### src/rtl/vertex_feeder.sv
// Vertex feeder: reads a model's vertices from vertex memory and streams them,
// preceded by the model's MVP matrix, into the transform pipeline input.
module vertex_feeder #(
  parameter int DATAWIDTH  = 24,
  parameter int ADDR_WIDTH = 12
) (
  input  logic                        clk,
  input  logic                        rst,
  input  logic                        i_start,
  input  logic [ADDR_WIDTH-1:0]       i_base_addr,
  input  logic [ADDR_WIDTH-1:0]       i_vertex_count,
  input  logic signed [DATAWIDTH-1:0] i_mvp_matrix [4][4],
  output logic                        o_mem_en,
  output logic [ADDR_WIDTH-1:0]       o_mem_addr,
  input  logic [3*DATAWIDTH-1:0]      i_mem_data,
  output logic signed [DATAWIDTH-1:0] o_mvp_matrix [4][4],
  output logic                        o_mvp_dv,
  output logic signed [DATAWIDTH-1:0] o_vertex [3],
  output logic                        o_vertex_dv,
  output logic                        o_vertex_last,
  input  logic                        i_ready,
  output logic                        o_busy,
  output logic                        o_done
);

  typedef enum logic [2:0] {
    S_IDLE, S_MVP, S_FETCH, S_LATCH, S_PRESENT, S_DONE
  } state_e;

  state_e                      state_q, state_d;
  logic [ADDR_WIDTH-1:0]       base_q, count_q;
  logic [ADDR_WIDTH-1:0]       index_q, index_d;
  logic                        last_q, last_d;
  logic signed [DATAWIDTH-1:0] mvp_q [4][4];
  logic signed [DATAWIDTH-1:0] vertex_q [3];

  always_comb begin
    // NOTE: every signal gets a default before the case so no path leaves it unassigned (no latches).
    state_d = state_q;
    index_d = index_q;
    last_d  = last_q;
    unique case (state_q)
      S_IDLE: begin
        if (i_start) begin
          index_d = '0;
          state_d = (i_vertex_count == '0) ? S_DONE : S_MVP;
        end
      end
      S_MVP: begin
        if (i_ready) state_d = S_FETCH;
      end
      S_FETCH: state_d = S_LATCH;
      S_LATCH: begin
        last_d  = (index_q == count_q - ADDR_WIDTH'(1));
        state_d = S_PRESENT;
      end
      S_PRESENT: begin
        if (i_ready) begin
          if (last_q) begin
            state_d = S_DONE;
          end else begin
            index_d = index_q + ADDR_WIDTH'(1);
            state_d = S_FETCH;
          end
        end
      end
      S_DONE:  state_d = S_IDLE;
      default: state_d = S_IDLE;
    endcase
  end

  // NOTE: sequential state uses <= so every flop samples pre-edge values regardless of statement order.
  always_ff @(posedge clk) begin
    if (rst) begin
      state_q <= S_IDLE;
      base_q  <= '0;
      count_q <= '0;
      index_q <= '0;
      last_q  <= 1'b0;
      // NOTE: matrix and vertex registers are reset too, because their outputs must read 0 after reset.
      for (int r = 0; r < 4; r++) begin
        for (int c = 0; c < 4; c++) mvp_q[r][c] <= '0;
      end
      for (int k = 0; k < 3; k++) vertex_q[k] <= '0;
    end else begin
      state_q <= state_d;
      index_q <= index_d;
      last_q  <= last_d;
      if (state_q == S_IDLE && i_start) begin
        base_q  <= i_base_addr;
        count_q <= i_vertex_count;
        for (int r = 0; r < 4; r++) begin
          for (int c = 0; c < 4; c++) mvp_q[r][c] <= i_mvp_matrix[r][c];
        end
      end
      if (state_q == S_LATCH) begin
        vertex_q[0] <= i_mem_data[3*DATAWIDTH-1 -: DATAWIDTH];
        vertex_q[1] <= i_mem_data[2*DATAWIDTH-1 -: DATAWIDTH];
        vertex_q[2] <= i_mem_data[DATAWIDTH-1:0];
      end
    end
  end

  // Address wraps naturally modulo 2^ADDR_WIDTH.
  assign o_mem_addr    = base_q + index_q;
  assign o_mem_en      = (state_q == S_FETCH);
  assign o_mvp_dv      = (state_q == S_MVP) && i_ready;
  assign o_vertex_dv   = (state_q == S_PRESENT);
  assign o_vertex_last = (state_q == S_PRESENT) && last_q;
  assign o_busy        = (state_q != S_IDLE);
  assign o_done        = (state_q == S_DONE);
  assign o_mvp_matrix  = mvp_q;
  assign o_vertex      = vertex_q;

endmodule

### config.mk
export PLATFORM = sky130hd
export DESIGN_NAME = vertex_feeder
export DESIGN_NICKNAME = d
export VERILOG_FILES = /design/src/rtl/vertex_feeder.sv
export SDC_FILE = /design/constraint.sdc
export NUM_CORES = 1
export LEC_CHECK = 0
export BUFFER_PORTS_ARGS = -buffer_cell sky130_fd_sc_hd__buf_2
export CAP_MARGIN = 20
export CORE_AREA = 2 2 376 378
export CTS_BUF_LIST = sky130_fd_sc_hd__clkbuf_4 sky130_fd_sc_hd__clkbuf_8 sky130_fd_sc_hd__clkbuf_16
export DETAILED_ROUTE_END_ITERATION = 16
export DIE_AREA = 0 0 378 380
export GPL_ROUTABILITY_DRIVEN = 0
export SLEW_MARGIN = 20
export SYNTH_ARGS = -nofsm -noshare
export SYNTH_HDL_FRONTEND = slang
export SYNTH_SLANG_ARGS = --single-unit
### constraint.sdc
create_clock -name clk -period 2.6 [get_ports clk]
set_input_delay 0.39 -clock clk [delete_from_list [all_inputs] [get_ports clk]]
set_output_delay 0.39 -clock clk [all_outputs]
set_load 0.1 [all_outputs]
; ---- After elaboration in Yosys (flattened, before gate mapping)
; Index checks and enable logic that the tools add are counted.
[op_classes]
add_sub_neg = 3
n_eq_ne = 10
n_mux = 10
n_reduce_logical = 9
[ops]
columns = operator, count
row1 = $mux 12, 3
row2 = $pmux 12 s2, 1
row3 = $mux 3, 5
row4 = $pmux 3 s5, 1
row5 = $add 12x1->12 const B, 1
row6 = $add 12x12->12, 1
row7 = $eq 12x12->1, 1
row8 = $logic_not 12->1, 1
row9 = $sub 12x1->12 const B, 1
row10 = $eq 3x2->1 const B, 2
row11 = $eq 3x3->1 const B, 2
row12 = $ne 2x2->1 const B, 3
row13 = $reduce_and 4->1, 1
row14 = $eq 3x1->1 const B, 1
row15 = $logic_and 1x1->1, 3
row16 = $logic_not 3->1, 1
row17 = $reduce_and 3->1, 1
row18 = $reduce_bool 3->1, 1
row19 = $ne 2x1->1 const B, 1
row20 = $reduce_bool 2->1, 1
[totals]
register_bits = 496
in_bits = 484
out_inout_bits = 474
word_cells = 56

; ---- Depth between registers and ports, before layout
; Gate-level depths: netlist of the first run.
[logic_depth]
word_depth = 4
mapped_depth = 8
mapped_depth_nobuf = 7

; ---- Least setup slack after synthesis of the first run
; No wires, ideal clock.
[synth_timing]
kind = flip-flop to output port
start = register index_q[0]
end = output o_mem_addr[10]
t_arrival_ns = 5.097
slack_ns = -2.887
stages_incl_launch_ff = 8
n_path_buf = 0
path_cell_list = dfxtp_1 > ha_1 > fa_1 > a21o_1 > a211o_1 > nand2_1 > a21oi_1 > o311ai_0
[synth_via]
elab_chain_len = 1
[synth_lines]
columns = item, line_no
row1 = from (decl), 32  ; logic [ADDR_WIDTH-1:0] index_q, index_d;
row2 = from (signal assigned), 87  ; index_q <= index_d;
row3 = $add 12x12->12, 105  ; assign o_mem_addr = base_q + index_q;
row4 = to (decl), 14  ; output logic [ADDR_WIDTH-1:0] o_mem_addr,
; No other way between the ends.

; ---- Final worst setup path of the first run
[layout_timing]
start = register base_q[0]
end = output o_mem_addr[10]
[layout_via]
elab_chain_len = 1
[layout_lines]
columns = item, line_no
row1 = from (decl), 31  ; logic [ADDR_WIDTH-1:0] base_q, count_q;
row2 = from (signal assigned), 90  ; base_q <= i_base_addr;
row3 = $add 12x12->12, 105
; No other way between the ends.

==> results of run 1 <==
## registers in the layout, indices dropped and copies added (netlist names)
signal and cells:
o_mvp_matrix 384, o_vertex 72, base_q 12, count_q 12
index_q 12, state_q 3, last_q 1
## critical path: cells and delay by family, from the launching register on
kind | cells | cell delay, ps
fa+ha+maj | 2 | 490
flops | 1 | 330
buf+inv | 1 | 220
compound gates | 4 | 830
simple gates | 1 | 130
## synthesized netlist by cell type, types with 5 or more instances
cell | instances | area (sq um)
xor2_1 | 10 | 87.58
inv_1 | 9 | 33.78
buf_2 | 27 | 135.1
or3_1 | 5 | 31.28
clkbuf_1 | 113 | 424.2
buf_4 | 20 | 150.1
xnor2_1 | 22 | 192.7
dfxtp_1 | 496 | 9930
a21oi_1 | 495 | 2477
o21ai_0 | 9 | 45.04
ha_1 | 13 | 162.7
nand3_1 | 8 | 40.04
nor3_1 | 9 | 45.04
nor2_1 | 17 | 63.81
nand2_1 | 972 | 3649
## worst max path at each step
stage | start | end | slack [ps] | cells after the start
3_3_place_gp | base_q[0] | o_mem_addr[10] | -80 | 8
4_1_cts | base_q[0] | o_mem_addr[10] | -500 | 8
3_5_place_dp | base_q[0] | o_mem_addr[8] | -50 | 9
6_report | base_q[0] | o_mem_addr[10] | -430 | 8
2_1_floorplan | index_q[4] | o_mem_addr[9] | -460 | 5
5_1_grt | base_q[0] | o_mem_addr[10] | -540 | 8
## routing by layer
metal	global-route usage, %	up-vias
met5	0	-
met4	5.467	30
met3	4.100	206
met2	19.41	1006
met1	16.08	10050
li1	-	10090
## where the power goes
group / leakage (nW) / switching [mW] / internal (mW)
clock: 1.01 / 3.40 / 5.29
sequential: 4.06 / 0.278 / 8.09
combinational: 8.70 / 5.30 / 1.54
total: 13.8 / 8.97 / 14.9
## area by class of cell
type	count	area, sq um	share of cell area, %
multi-input combinational	1631	7624	24.24
sequential	496	9941	31.61
timing repair buffer	1408	9463	30.09
clock inverter	22	329.1	1.046
antenna	8	20.02	0.06366
inverter	9	33.78	0.1074
clock buffer	83	1690	5.375
tap	1876	2347	7.464
## repair_timing
| action | in CTS | in global routing |
|---|---|---|
| resized for setup | 42 | 3 |
| endpoints found under the setup margin | 13 | 9 |
| hold endpoints to repair | 386 | 0 |
| pin swaps | 12 | 1 |
| buffers inserted | 2 | 1 |
| hold buffers | 386 | 0 |
## through the flow
step	std cells	area, sq um	hold WS, ps
CTS	5524	31410	0.1575
floorplan	2302	18160	440.6
detailed placement	5031	25310	443.0
global placement	5031	25310	438.7
global route	5528	31440	18.50
finish	5533	31450	43.42
## logic make-up after synthesis
group	count (synthesis)	synth area share [%]
flip-flops	496	54.95
multiplexers	2	0.1177
adder cells (fa/ha/maj)	14	1.011
buffers and inverters	175	4.335
XOR/XNOR	32	1.551
AO/OA/AOI/OAI	537	15.48
AND/OR/NAND/NOR	1046	22.56
==> reports/summary.txt, run 1 <==
Outcome - finished with violations
Failing checks - negative setup slack
Leakage - 13.77 nW
Drt first-iter violations - 1511
Hold Path End - o_mvp_matrix[98]
Ports - 958
Most frequent cells in the layout - nand2_1 (970), buf_2 (944), a21oi_1 (493)
Wire per inst - 17.65 um
GRT Total Usage - 12.64%
Cells after Synth - 2302
HP Class - input pin to flop
Highest-delay cell along the critical path - dfxtp_2
WP data arrival - 2640 ps
H-tree depth - 2
Max Freq - 0.3303 GHz
Post-synth EDFFs - 0
Highest routed layer - met5
Die Ht - 380 um
Hold_sp - i_mvp_matrix[98]
Routed wire length - 97640 um
CTS Sinks - 496
Seq/Total Area, Yosys - 54.95%
Crit start category - flop
CP Cell Sequence - ha_4 -> fa_2 -> a21o_1 -> a211o_1 -> nand2_2 -> a21oi_4 -> o311ai_4 -> buf_12
Hold Path Stages - 3
CP Class - flop to primary output
Vias after detailed routing - 21380
Met1 Wirelength - 41180 um
Largest net degree at the start of global routing - 154
Dominant synthesized flop cell - dfxtp_1
CP peak stage delay - 330 ps
Max Cap Viol - 0
Commonest non-fill, non-tap cell in the layout - nand2_1
Core ar. - 139200 sq um
Reg2reg path depth - 7
Pre-antenna DRT Iters - 7
Final core utilization - 22.59%
Final Setup Violations - 8
Tcrit/Tclk final - 116.4%
Pwr dens - 759.9 nW/um^2
Clock Skews - 25.35 ps
Final hold violation count - 0
CTS Buf Count - 56
Initial Util - 12.98%
RSZ-0062 raised after global routing - true
Clk buf depth - 3
Layout Nets - 4100
Die area - 143600 sq um
Clk_lat worst skew - 640 ps
Largest fanout on the critical path - 2
Via/cell ratio - 3.864
Worst vdd ir - 0.5375 mV
CP required - 2210 ps
Vias in the first global route - 20060
Slew Limit Fails - 0
Grt total ovfl - 0
Share of cells above drive strength 1 - 32.17%
Syn avg cell area - 7.850 sq um
Critical R2R Launch - state_q[0]
Setup ws final - -427.4 ps
Seq cells post-synth - 496
Area growth syn-to-layout - 74.03%
Met2 WL - 42250 um
Reg clk slew, reported paths - 60 ps
First-pass GRT wire length - 134600 um
Root Driver - clkbuf_16
Detailed-route DRC error count - 0
Slew @ Worst Pin - 868.7 ps
Fin Setup TNS - -2169 ps
Register-to-register setup slack - 520 ps
Dpl ws - -53.73 ps
CTS tree - yes
Met3 Wirelength - 9717 um
Critical Path End Type - primary output
Distinct cells, synth - 54
FILL cells - 15220
Initial antenna violation count - 34
Power, Total - 23.90 mW
Slew headroom - 42.09%
Post-detail-place hpwl - 74530 um
R2r endpoint - o_mvp_matrix[279]
Die Wd - 378 um
# rows - 137
Syn Nets - 2800
Mapped Area - 18070 sq um
I/O Buffers - 957
Asr flop ratio synth - 0%
Synth warn - 0
Period minus WS final - 3027 ps
Post-route ant nets - 0
Note: power is estimated with default switching activity, not from simulation.
==> run 2, diff against run 1 <==
Settings changed: CTS_BUF_LIST sky130_fd_sc_hd__clkbuf_4 sky130_fd_sc_hd__clkbuf_8 sky130_fd_sc_hd__clkbuf_16 to default.
==> reports/summary.txt, run 2 (same netlist as run 1, synthesis figures left out) <==
Outcome - finished with violations
Failing checks - negative setup slack
Hold_sp - i_mvp_matrix[98]
Most frequent cells in the layout - nand2_1 (970), buf_2 (944), a21oi_1 (493)
Clk buf depth - 3
Largest fanout on the critical path - 2
Finished Cell Area - 31400 sq um
First-pass GRT wire length - 134400 um
CTS Sinks - 496
Max Cap Viol - 0
Pre-antenna DRT Iters - 7
H-tree depth - 2
Net Switching - 8.967 mW
CP Class - flop to primary output
Commonest non-fill, non-tap cell in the layout - nand2_1
Die Wd - 378 um
Power, Total - 23.73 mW
Crit start category - flop
CTS tree - yes
Clk_lat worst skew - 630 ps
Initial Util - 12.98%
HP Class - input pin to flop
Area after DPL - 25310 sq um
Wire per inst - 17.64 um
Critical R2R Launch - state_q[0]
Clock share of power - 35.9%
Slew @ Worst Pin - 868.6 ps
I/O Buffers - 957
Final core utilization - 22.56%
Initial antenna violation count - 34
Number of flip-flops in the largest register - 384
# rows - 137
Core ar. - 139200 sq um
Leakage - 13.72 nW
Tcrit/Tclk final - 116.9%
Via/cell ratio - 3.864
Pwr dens - 755.9 nW/um^2
Final hold violation count - 0
CTS Buf Count - 56
Share of cells above drive strength 1 - 31.75%
Worst Setup SP - base_q[0]
RSZ-0062 raised after global routing - true
Final Setup Violations - 8
Post-route ant nets - 0
Area growth syn-to-layout - 73.76%
Sw Ratio - 37.78%
CP required - 2210 ps
Max Freq - 0.3289 GHz
Sequential power share - 35.3%
Comb power frac - 28.8%
Period minus WS final - 3041 ps
Grt total ovfl - 0
Clock Skews - 20.64 ps
Vias after detailed routing - 21380
WP data arrival - 2650 ps
Largest net degree at the start of global routing - 154
Reg clk slew, reported paths - 60 ps
Vias in the first global route - 20080
Ports - 958
Critical Path End Type - primary output
Slew Limit Fails - 0
Layout Nets - 4101
Internal Pwr Total - 14.77 mW
Root Driver - clkbuf_16
Die Ht - 380 um
Routed wire length - 97590 um
Slew headroom - 42.10%
Worst vdd ir - 0.5455 mV
Die area - 143600 sq um
Setup ws final - -440.5 ps
Post-detail-place hpwl - 74530 um
Drt first-iter violations - 1591
Detailed-route DRC error count - 0
GRT Total Usage - 12.62%
-- run 2: changes by cell type in the layout (fill, tap and decap cells not counted) --
cell           previous run  this run
clkbuf_1                  0        15
diode_2                   8         7
clkbuf_4                 15         0
dlygate4sd3_1           386       387
-- run 2: through the flow --
step / worst slack, ps / TNS (ps) / hold slack [ps] / std cells
6_report: -440.5 / -2193 / 44.28 / 5533
5_1_grt: -540.9 / -3000 / 18.56 / 5529
4_1_cts: -498.8 / -2586 / 0.4513 / 5525
3_5_place_dp: -53.73 / -98.45 / 443.0 / 5031
3_3_place_gp: -75.05 / -144.9 / 438.7 / 5031
2_1_floorplan: -464.9 / -1624 / 440.6 / 2302
-- run 2: routing by layer --
metal	vias up	GRT usage (%)	part of all wire [%]
met3	219	4.104	10
met5	-	0	0.19
met2	1052	19.35	43
met4	32	5.541	4.5
li1	10090	-	-
met1	9989	16.04	42
-- run 2: worst max-delay path, cell delays in order, from the launching register on --
cell	delay, ps
dfxtp_2	330
ha_4	160
fa_2	330
a21o_1	180
a211o_1	290
nand2_2	140
a21oi_4	90
o311ai_4	280
buf_12	220
-- run 2: power groups by stage --
| stage | clock network (mW) | logic [mW] | registers (mW) |
|---|---|---|---|
| 6_report | 8.52 | 6.84 | 8.37 |
| 3_3_place_gp | 0 | 6.30 | 8.50 |
| 3_5_place_dp | 0 | 6.33 | 8.52 |
| 2_1_floorplan | 0 | 1.41 | 11.8 |
| 4_1_cts | 8.77 | 6.84 | 8.36 |
| 5_1_grt | 9.04 | 7.12 | 8.42 |
-- run 2: area by class of cell --
cell class	count	area [sq um]
timing repair buffer	1409	9473
clock inverter	22	329.1
multi-input combinational	1631	7624
inverter	9	33.78
clock buffer	83	1634
antenna	7	17.52
tap	1876	2347
sequential	496	9941
fill	15230	107800
-- run 2: what timing repair did --
item,in CTS,in global routing
gates resized for setup,42,3
buffers inserted,2,1
pin swaps,12,1
endpoints found under the hold margin,387,0
hold buffers,387,0
endpoints found under the setup margin,13,9
-- run 2: worst paths after layout --
path	endpoint	slack [ps]	depth (start not counted)
worst max-delay path	o_mem_addr[10]	-440	8
worst min-delay path	o_mvp_matrix[98]	40	3
worst max register to register	o_mvp_matrix[269]	520	7
worst min register to register	o_mvp_matrix[359]	450	2
==> run 3, diff against run 2 <==
Settings changed: CAP_MARGIN 20 to default, GPL_TIMING_DRIVEN from default to 0.
==> reports/summary.txt, run 3 (same netlist as run 1, synthesis figures left out) <==
Initial antenna violation count - 39
Number of flip-flops in the largest register - 384
First-pass GRT wire length - 152600 um
Core ar. - 139200 sq um
Fin Setup TNS - -2418 ps
Die Wd - 378 um
Dpl ws - -674.8 ps
Pre-antenna DRT Iters - 8
Dpl cells - 5135
Clock Skews - 36.19 ps
Drt first-iter violations - 1656
Clk buf depth - 3
Finished Cell Area - 32120 sq um
Root Driver - clkbuf_16
Critical Path End Type - primary output
Final hold violation count - 0
Area growth syn-to-layout - 77.75%
RSZ-0062 raised after global routing - true
Pwr dens - 746.0 nW/um^2
Slew @ Worst Pin - 924.7 ps
Die Ht - 380 um
Worst vdd ir - 0.5005 mV
Via/cell ratio - 3.952
GRT Total Usage - 14.67%
Post-route ant nets - 0
Post-detail-place hpwl - 88070 um
Failing checks - negative setup slack
Share of cells above drive strength 1 - 30.91%
Register-to-register setup slack - 190 ps
Max Cap Viol - 0
Fin cells - 5696
HP Class - input pin to flop
Commonest non-fill, non-tap cell in the layout - nand2_1
Most frequent cells in the layout - nand2_1 (970), buf_2 (967), a21oi_1 (492)
CTS tree - yes
Outcome - finished with violations
Die area - 143600 sq um
Vias after detailed routing - 22510
Layout Nets - 4260
Wire per inst - 19.52 um
Slew headroom - 38.36%
Vias in the first global route - 21730
# rows - 137
CP Class - flop to primary output
Leakage - 14.01 nW
Largest net degree at the start of global routing - 15
Hold WS - 55.05 ps
Routed wire length - 111200 um
Ports - 958
Grt total ovfl - 0
Initial Util - 12.98%
CTS Buf Count - 58
Slew Limit Fails - 0
WP data arrival - 2750 ps
Power, Total - 23.96 mW
Crit start category - flop
Largest fanout on the critical path - 2
CP required - 2210 ps
CTS Sinks - 496
Final core utilization - 23.08%
I/O Buffers - 957
Tcrit/Tclk final - 120.7%
Detailed-route DRC error count - 0
Reg clk slew, reported paths - 60 ps
Period minus WS final - 3139 ps
Max Freq - 0.3186 GHz
Final Setup Violations - 8
H-tree depth - 2
Setup ws final - -538.9 ps
Clk_lat worst skew - 660 ps
Area after DPL - 25300 sq um
## run 3: changes by cell type in the layout (fill, tap and decap cells not counted), sizes merged
cell,previous run,this run
diode,7,15
dlygate4sd3,387,437
buf,1022,1017
clkbuf,83,195
inv,11,14
clkinv,9,8
bufinv,8,4
## run 3: what timing repair did
item                                    in CTS  in global routing
buffers inserted                             6                  2
endpoints found under the setup margin     394                147
pin swaps                                   13                  7
hold endpoints to repair                   437                  0
resized for setup                           88                 34
hold buffers                               437                  0
## run 3: path summary, 6_finish.rpt
kind / from / to / cells past startpoint
min reg2reg: o_vertex[55] / o_vertex[55] / 2
max: index_q[0] / o_mem_addr[10] / 8
max reg2reg: state_q[1] / o_mvp_matrix[222] / 7
min: i_mvp_matrix[83] / o_mvp_matrix[83] / 3
## run 3: report_power, final
group          switching, mW  internal (mW)  leakage, nW  total [mW]
Clock                   3.55           4.96        0.958        8.51
Sequential             0.294           8.09         4.06        8.38
Combinational           5.47           1.59         8.99        7.07
Total                   9.32           14.6         14.0        24.0
## run 3: layout make-up
class / count / area, sq um
fillers: 15170 / 107100
flip-flops and latches: 496 / 9952
repair buffers: 1402 / 9392
multi-input cells: 1631 / 7636
well taps: 1876 / 2347
clock buffers: 83 / 1717
plain buffers: 164 / 775.7
clock inverters: 20 / 229.0
diodes: 15 / 37.54
inverters: 9 / 33.78
## run 3: layer usage
layer	GRT usage [%]	vias up	share of wire, %
met5	0	-	0.19
met1	18.23	10500	41
met3	5.320	308	11
li1	-	10450	-
met2	22.25	1221	42
met4	7.216	34	5.5
## run 3: critical path, stage by stage, from the launching register on
cell and delay, ps:
dfxtp_4 360, ha_4 170, fa_2 350, a21o_1 180, a211o_1 290, nand2_2 130, a21oi_4 90, o311ai_4 290
buf_12 220
